`src/rtl/apb_req_arbiter_if.sv`:
```
// Requester-side and APB-observe signals of the round-robin APB request arbiter.
// The arbiter takes the slave view; requesters and the bus take the master view.
interface apb_req_arbiter_if #(
    parameter int NREQ = 4
);
    logic [NREQ-1:0]      req;
    logic [NREQ-1:0]      req_write;
    logic [32*NREQ-1:0]   req_addr;
    logic [32*NREQ-1:0]   req_wdata;
    logic [4*NREQ-1:0]    req_strb;
    logic [3*NREQ-1:0]    req_prot;
    logic [NREQ-1:0]      gnt;
    logic [NREQ-1:0]      done;
    logic [31:0]          rdata;
    logic                 slverr;
    logic                 busy;
    logic                 timeout_err;
    logic                 transfer;
    logic                 SWRITE;
    logic [31:0]          SADDR;
    logic [31:0]          SWDATA;
    logic [3:0]           SSTRB;
    logic [2:0]           SPROT;
    logic                 PSEL;
    logic                 PENABLE;
    logic                 PREADY;
    logic [31:0]          PRDATA;
    logic                 PSLVERR;

    modport slave (
        input  req, req_write, req_addr, req_wdata, req_strb, req_prot,
        input  PSEL, PENABLE, PREADY, PRDATA, PSLVERR,
        output gnt, done, rdata, slverr, busy, timeout_err,
        output transfer, SWRITE, SADDR, SWDATA, SSTRB, SPROT
    );

    modport master (
        output req, req_write, req_addr, req_wdata, req_strb, req_prot,
        output PSEL, PENABLE, PREADY, PRDATA, PSLVERR,
        input  gnt, done, rdata, slverr, busy, timeout_err,
        input  transfer, SWRITE, SADDR, SWDATA, SSTRB, SPROT
    );
endinterface

```
`src/rtl/apb_req_arbiter.sv`:
```
// Round-robin arbiter sharing one APB master between NREQ requesters.
// Latches the winner's fields, drives the master and returns completion status.
module apb_req_arbiter #(
    parameter int NREQ    = 4,
    parameter int TIMEOUT = 255
) (
    input logic          PCLK,
    input logic          PRESET,
    apb_req_arbiter_if.slave bus
);
    localparam int IW = (NREQ > 1) ? $clog2(NREQ) : 1;
    localparam logic [15:0] TO = 16'(TIMEOUT);

    localparam logic [1:0] ARB   = 2'd0;
    localparam logic [1:0] ISSUE = 2'd1;
    localparam logic [1:0] WAIT  = 2'd2;

    logic [1:0]      state;
    logic [IW-1:0]   rr_ptr;
    logic [IW-1:0]   owner;
    logic [15:0]     wait_cnt;

    logic            found;
    logic [IW-1:0]   win;
    logic [NREQ-1:0] win_oh;
    logic            w_write;
    logic [31:0]     w_addr;
    logic [31:0]     w_wdata;
    logic [3:0]      w_strb;
    logic [2:0]      w_prot;

    logic setup_seen;
    logic access;
    logic stall;

    assign setup_seen = bus.PSEL & ~bus.PENABLE;
    assign access     = bus.PSEL & bus.PENABLE;
    assign stall      = access & ~bus.PREADY;

    // Search starts at rr_ptr and wraps explicitly so non-power-of-2 NREQ works.
    always_comb begin
        found = 1'b0;
        win   = '0;
        for (int k = 0; k < NREQ; k++) begin
            int s;
            logic [IW-1:0] idx;
            s = int'(rr_ptr) + k;
            if (s >= NREQ) s = s - NREQ;
            idx = s[IW-1:0];
            if (!found && bus.req[idx]) begin
                found = 1'b1;
                win   = idx;
            end
        end
    end

    always_comb begin
        win_oh  = '0;
        w_write = 1'b0;
        w_addr  = '0;
        w_wdata = '0;
        w_strb  = '0;
        w_prot  = '0;
        for (int i = 0; i < NREQ; i++) begin
            if (win == IW'(i)) begin
                win_oh[i] = 1'b1;
                w_write   = bus.req_write[i];
                w_addr    = bus.req_addr[32*i +: 32];
                w_wdata   = bus.req_wdata[32*i +: 32];
                w_strb    = bus.req_strb[4*i +: 4];
                w_prot    = bus.req_prot[3*i +: 3];
            end
        end
    end

    always_ff @(posedge PCLK) begin
        if (PRESET) begin
            state           <= ARB;
            rr_ptr          <= '0;
            owner           <= '0;
            wait_cnt        <= '0;
            bus.gnt         <= '0;
            bus.done        <= '0;
            bus.rdata       <= '0;
            bus.slverr      <= 1'b0;
            bus.busy        <= 1'b0;
            bus.timeout_err <= 1'b0;
            bus.transfer    <= 1'b0;
            bus.SWRITE      <= 1'b0;
            bus.SADDR       <= '0;
            bus.SWDATA      <= '0;
            bus.SSTRB       <= '0;
            bus.SPROT       <= '0;
        end else begin
            bus.done <= '0;
            case (state)
                ARB: begin
                    if (found) begin
                        owner        <= win;
                        bus.gnt      <= win_oh;
                        bus.SWRITE   <= w_write;
                        bus.SADDR    <= w_addr;
                        bus.SWDATA   <= w_wdata;
                        bus.SSTRB    <= w_strb;
                        bus.SPROT    <= w_prot;
                        bus.transfer <= 1'b1;
                        bus.busy     <= 1'b1;
                        state        <= ISSUE;
                    end else begin
                        bus.transfer <= 1'b0;
                    end
                end
                // Drop transfer in SETUP so the master idles after this access.
                ISSUE: begin
                    if (setup_seen) begin
                        bus.transfer <= 1'b0;
                        state        <= WAIT;
                    end
                end
                WAIT: begin
                    if (access && bus.PREADY) begin
                        bus.rdata  <= bus.PRDATA;
                        bus.slverr <= bus.PSLVERR;
                        bus.done   <= bus.gnt;
                        bus.gnt    <= '0;
                        bus.busy   <= 1'b0;
                        rr_ptr     <= (owner == IW'(NREQ-1)) ? '0 : owner + 1'b1;
                        wait_cnt   <= '0;
                        state      <= ARB;
                    end else if (stall && wait_cnt != TO) begin
                        wait_cnt <= wait_cnt + 16'd1;
                        if (wait_cnt + 16'd1 == TO) bus.timeout_err <= 1'b1;
                    end
                end
                default: state <= ARB;
            endcase
        end
    end
endmodule
```
`src/flat_wrapper.sv`:
```
// flat-port wrapper written by rule: the top's interface ports become plain ports
module apb_req_arbiter_flat 
#(
    parameter int NREQ    = 4,
    parameter int TIMEOUT = 255
)
  (PCLK, PRESET, bus_req, bus_req_write, bus_req_addr, bus_req_wdata, bus_req_strb, bus_req_prot, bus_PSEL, bus_PENABLE, bus_PREADY, bus_PRDATA, bus_PSLVERR, bus_gnt, bus_done, bus_rdata, bus_slverr, bus_busy, bus_timeout_err, bus_transfer, bus_SWRITE, bus_SADDR, bus_SWDATA, bus_SSTRB, bus_SPROT);
  apb_req_arbiter_if #(.NREQ(NREQ)) bus_i ();
  input logic PCLK;
  input logic PRESET;
  input wire logic [$bits(bus_i.req)-1:0] bus_req;
  input wire logic [$bits(bus_i.req_write)-1:0] bus_req_write;
  input wire logic [$bits(bus_i.req_addr)-1:0] bus_req_addr;
  input wire logic [$bits(bus_i.req_wdata)-1:0] bus_req_wdata;
  input wire logic [$bits(bus_i.req_strb)-1:0] bus_req_strb;
  input wire logic [$bits(bus_i.req_prot)-1:0] bus_req_prot;
  input wire logic [$bits(bus_i.PSEL)-1:0] bus_PSEL;
  input wire logic [$bits(bus_i.PENABLE)-1:0] bus_PENABLE;
  input wire logic [$bits(bus_i.PREADY)-1:0] bus_PREADY;
  input wire logic [$bits(bus_i.PRDATA)-1:0] bus_PRDATA;
  input wire logic [$bits(bus_i.PSLVERR)-1:0] bus_PSLVERR;
  output wire logic [$bits(bus_i.gnt)-1:0] bus_gnt;
  output wire logic [$bits(bus_i.done)-1:0] bus_done;
  output wire logic [$bits(bus_i.rdata)-1:0] bus_rdata;
  output wire logic [$bits(bus_i.slverr)-1:0] bus_slverr;
  output wire logic [$bits(bus_i.busy)-1:0] bus_busy;
  output wire logic [$bits(bus_i.timeout_err)-1:0] bus_timeout_err;
  output wire logic [$bits(bus_i.transfer)-1:0] bus_transfer;
  output wire logic [$bits(bus_i.SWRITE)-1:0] bus_SWRITE;
  output wire logic [$bits(bus_i.SADDR)-1:0] bus_SADDR;
  output wire logic [$bits(bus_i.SWDATA)-1:0] bus_SWDATA;
  output wire logic [$bits(bus_i.SSTRB)-1:0] bus_SSTRB;
  output wire logic [$bits(bus_i.SPROT)-1:0] bus_SPROT;
  assign bus_i.req = bus_req;
  assign bus_i.req_write = bus_req_write;
  assign bus_i.req_addr = bus_req_addr;
  assign bus_i.req_wdata = bus_req_wdata;
  assign bus_i.req_strb = bus_req_strb;
  assign bus_i.req_prot = bus_req_prot;
  assign bus_i.PSEL = bus_PSEL;
  assign bus_i.PENABLE = bus_PENABLE;
  assign bus_i.PREADY = bus_PREADY;
  assign bus_i.PRDATA = bus_PRDATA;
  assign bus_i.PSLVERR = bus_PSLVERR;
  assign bus_gnt = bus_i.gnt;
  assign bus_done = bus_i.done;
  assign bus_rdata = bus_i.rdata;
  assign bus_slverr = bus_i.slverr;
  assign bus_busy = bus_i.busy;
  assign bus_timeout_err = bus_i.timeout_err;
  assign bus_transfer = bus_i.transfer;
  assign bus_SWRITE = bus_i.SWRITE;
  assign bus_SADDR = bus_i.SADDR;
  assign bus_SWDATA = bus_i.SWDATA;
  assign bus_SSTRB = bus_i.SSTRB;
  assign bus_SPROT = bus_i.SPROT;
  apb_req_arbiter #(.NREQ(NREQ), .TIMEOUT(TIMEOUT)) u_core (.PCLK(PCLK), .PRESET(PRESET), .bus(bus_i));
endmodule
```
`config.mk`:
```
export PLATFORM = sky130hd
export DESIGN_NAME = apb_req_arbiter_flat
export DESIGN_NICKNAME = d
export VERILOG_FILES = /design/src/rtl/apb_req_arbiter_if.sv /design/src/rtl/apb_req_arbiter.sv /design/src/flat_wrapper.sv
export SDC_FILE = /design/constraint.sdc
export NUM_CORES = 1
export LEC_CHECK = 0
export ABC_AREA = 1
export CORE_AREA = 2 2 171 173
export CTS_CLUSTER_DIAMETER = 100
export DETAILED_ROUTE_END_ITERATION = 8
export DIE_AREA = 0 0 173 175
export DONT_BUFFER_PORTS = 1
export PLACE_DENSITY_LB_ADDON = 0.25
export SYNTH_ARGS = -nofsm -noshare
export SYNTH_HDL_FRONTEND = slang
export SYNTH_SLANG_ARGS = --single-unit
export TNS_END_PERCENT = 5
```
`constraint.sdc`:
```
create_clock -name PCLK -period 2.1 [get_ports PCLK]
set_input_delay 0.105 -clock PCLK [delete_from_list [all_inputs] [get_ports PCLK]]
set_output_delay 0.105 -clock PCLK [all_outputs]
set_load 0.1 [all_outputs]
```
==> flow_summary.json <==
{
  "wl_per_cell_um": 16.9,
  "netlist_area_um2": 8250,
  "final_cell_area_um2": 12500,
  "cts.path.max_buffers": 2,
  "yosysUniqueCellTypes": 32,
  "rr_endpoint": "u_core.bus.SWDATA[24]$_SDFFE_PP0P_",
  "rows": 62,
  "ys.flop_type": "dfxtp_1",
  "async_reset_ff_share_pct": 0,
  "numPortBuffers": 0,
  "status": "complete, but fails checks",
  "viasPerCell": 4.79,
  "cts_buffers": 17,
  "multi_input_area_um2": 4680,
  "min_path_cells": 1,
  "yosys.area_share.adder_pct": 0.455,
  "drtIter0Drc": 628,
  "startpoint_type": "register",
  "die_area_um2": 30300,
  "postLayoutCoreUtil_pct": 44.1,
  "grt_pass1_wl_um": 51700,
  "finalWorstSetupSlack_ns": -0.0982,
  "fin_crit_ns": 2.20,
  "power_frac_clock_pct": 32.1,
  "r2r_cells": 16,
  "ant_nets": 0,
  "synth-seq-cells": 138,
  "mostFrequentLayoutCells": "nand2_1, nor2_1, inv_1, buf_4, dfxtp_1",
  "hold_end": "u_core.wait_cnt[1]$_SDFFE_PP0P_",
  "reg2reg_setup_slack_ns": -0.1,
  "maxCapViolCount": 0,
  "rr_startpoint": "u_core.rr_ptr[0]$_SDFFE_PP0P_",
  "dp_hpwl_um": 22900,
  "rsz0062_at_grt": "yes",
  "fin_hold_ws_ns": -0.220,
  "p_leak_nw": 6.15,
  "gp_congestion": 0.868,
  "synth_compound_area_share_pct": 10.7,
  "die_h_um": 175,
  "cts_tree": "done",
  "drc_errors": 0,
  "dpl_cell_area_um2": 9780,
  "synth_xor_area_share_pct": 1.17,
  "cts.htree.levels": 4,
  "grt_pass1_vias": 9828,
  "clock_skew_ns": 0.0107,
  "avgSynthCellArea_um2": 5.85,
  "cts_root_buf": "clkbuf_16",
  "power_density_nw_per_um2": 775,
  "combPwrFrac_pct": 38.2,
  "maxSlewHeadroom_pct": 74.2,
  "setup_viol": 58,
  "clkLatencyLatePin_ns": 0.42,
  "seqCellArea_um2": 2770,
  "dp_cells": 1890,
  "final_layout_size_suffix_gt1_share_pct": 20.2,
  "hold_path.class": "in2reg",
  "yosysSeqAreaShare_pct": 33.5,
  "synth_edf_count": 0,
  "ir_drop_uv": 464,
  "drtPass1Iterations": 5,
  "synth_fp_nets": 1744,
  "hold_start": "PRESET",
  "area_delta_synth_final_pct": 51.8,
  "clkTransAtPathRegs_ns": 0.07,
  "p_sw_w": 0.00421,
  "die_x_um": 173,
  "p_seq_share_pct": 29.8,
  "p_sw_share_pct": 43.3,
  "finalSetupTns_ns": -3.67,
  "num-fill-cells": 2977,
  "synth_cells": 1411,
  "criticalPathCategory": "reg2reg",
  "synth_top_family_by_area": "simple AND/OR/NAND/NOR gates",
  "crit_path_end_kind": "register",
  "overflow": 0,
  "fmax_mhz": 455,
  "p_int_w": 0.00551,
  "hold_violations": 74,
  "fin_nets": 2018,
  "yosys.area_share.simple_pct": 40.7,
  "core_um2": 28400,
  "yosysWarnings": 0,
  "stdcell_count": 2086,
  "io_pins": 446,
  "muxShareOfSynthArea_pct": 0,
  "grt.total_usage_pct": 21.5,
  "initial_utilization_pct": 29.1,
  "timing.final.max_slew_violations": 0,
  "required_ns": 2.46,
  "violations": "hold timing, setup timing",
  "clock_sinks": 138,
  "grt_max_degree": 76,
  "tightest_slew_ns": 0.386,
  "num_vias": 9997,
  "period_share_pct": 105,
  "mostFrequentLayoutCell": "nand2_1",
  "antenna_found_initial": 4,
  "dp_slack_ns": -0.228,
  "routed_wl_um": 35300,
  "path_max_fanout": 13,
  "arrival_ns": 2.55
}
repair_timing:
item | CTS | global route
hold buffers | 126 | 2
cloned | 2 | 11
buffers inserted | 8 | 15
setup endpoints to repair | 75 | 89
pin swaps | 3 | 19
hold endpoints to repair | 131 | 74
resized for setup | 18 | 102
state kept, by name, indices dropped and copies added (netlist names):
signal / cells
u_core.bus.SADDR: 32
u_core.bus.SWDATA: 32
u_core.bus.rdata: 32
u_core.wait_cnt: 16
u_core.bus.SSTRB: 4
u_core.bus.done: 4
u_core.bus.gnt: 4
u_core.bus.SPROT: 3
u_core.owner: 2
u_core.rr_ptr: 2
u_core.state: 2
u_core.bus.SWRITE: 1
u_core.bus.busy: 1
u_core.bus.slverr: 1
u_core.bus.timeout_err: 1
u_core.bus.transfer: 1
layout make-up:
class	count	share of cell area, %
clock inverter	15	1.43
inverter	189	5.79
timing repair buffer	331	25.9
sequential	138	22.1
tap	384	3.83
antenna	4	0.0799
clock buffer	17	3.40
timing repair inverter	1	0.0499
multi-input combinational	1007	37.4
synthesized netlist by cell type, types with 9 or more instances:
library cell	instances	area share, %
nor2_1	221	10
nand2_1	444	20
o21ai_0	55	3.3
o21ai_1	12	0.73
a21oi_1	87	5.3
buf_4	9	0.82
o211ai_1	9	0.82
dfxtp_1	138	33
xor2_1	9	0.96
buf_2	27	1.6
clkbuf_1	34	1.5
or2_2	14	1.1
inv_1	183	8.3
nand3_1	122	7.4
power groups by stage:
| stage | sequential [W] | combinational [W] | clock (W) |
|---|---|---|---|
| final | 0.00289 | 0.00371 | 0.00311 |
| after global routing | 0.00292 | 0.00393 | 0.00333 |
| after floorplan | 0.00441 | 0.00103 | 0 |
| after detailed placement | 0.00295 | 0.00323 | 0 |
| after global placement | 0.00295 | 0.00322 | 0 |
| after CTS | 0.00289 | 0.00350 | 0.00320 |
how the worst max path moves through the flow:
stage                                   from                                  to  cells after the start
6_report       u_core.rr_ptr[0]$_SDFFE_PP0P_  u_core.bus.SWDATA[24]$_SDFFE_PP0P_                     16
5_1_grt        u_core.rr_ptr[0]$_SDFFE_PP0P_    u_core.bus.SADDR[2]$_SDFFE_PP0P_                     16
4_1_cts        u_core.rr_ptr[0]$_SDFFE_PP0P_  u_core.bus.SWDATA[20]$_SDFFE_PP0P_                     15
3_5_place_dp   u_core.rr_ptr[0]$_SDFFE_PP0P_    u_core.bus.SPROT[2]$_SDFFE_PP0P_                     15
3_3_place_gp   u_core.rr_ptr[0]$_SDFFE_PP0P_    u_core.bus.SPROT[2]$_SDFFE_PP0P_                     15
2_1_floorplan  u_core.rr_ptr[0]$_SDFFE_PP0P_    u_core.bus.SADDR[0]$_SDFFE_PP0P_                     13
metal layers:
| layer | up-vias | track usage [%] | wire [um] |
|---|---|---|---|
| met5 | - | 0 | 0 |
| met4 | 0 | 10.8 | 1350 |
| met3 | 101 | 6.88 | 2420 |
| met2 | 406 | 36.4 | 17400 |
| met1 | 4595 | 24.3 | 14100 |
| li1 | 4895 | - | - |
worst max-delay path: stages, from the launching register on:
cell       delay (ns)
dfxtp_4          0.42
buf_6            0.15
nand2_2          0.06
nand3_2          0.09
nand2_2          0.09
nor2_2           0.15
nand3_2          0.08
nand2_2          0.08
nand2_4          0.09
buf_12           0.14
nor2_4           0.12
buf_4            0.17
clkbuf_16        0.17
nand2_1          0.08
nand3_1          0.09
nand2_1          0.05
a21oi_1          0.11
per-stage QoR:
stage / hold slack [ns] / power (W)
2_1_floorplan: 0.240 / 0.00545
3_3_place_gp: 0.208 / 0.00617
3_5_place_dp: 0.208 / 0.00618
4_1_cts: -0.256 / 0.00959
5_1_grt: -0.252 / 0.0102
6_report: -0.220 / 0.00971
cell families after synthesis:
group	count (synthesis)
AND/OR/NAND/NOR	824
buffers and inverters	266
AO/OA/AOI/OAI	169
flip-flops	138
XOR/XNOR	11
adder cells (fa/ha/maj)	3
Power figures use the tool's default switching activity.
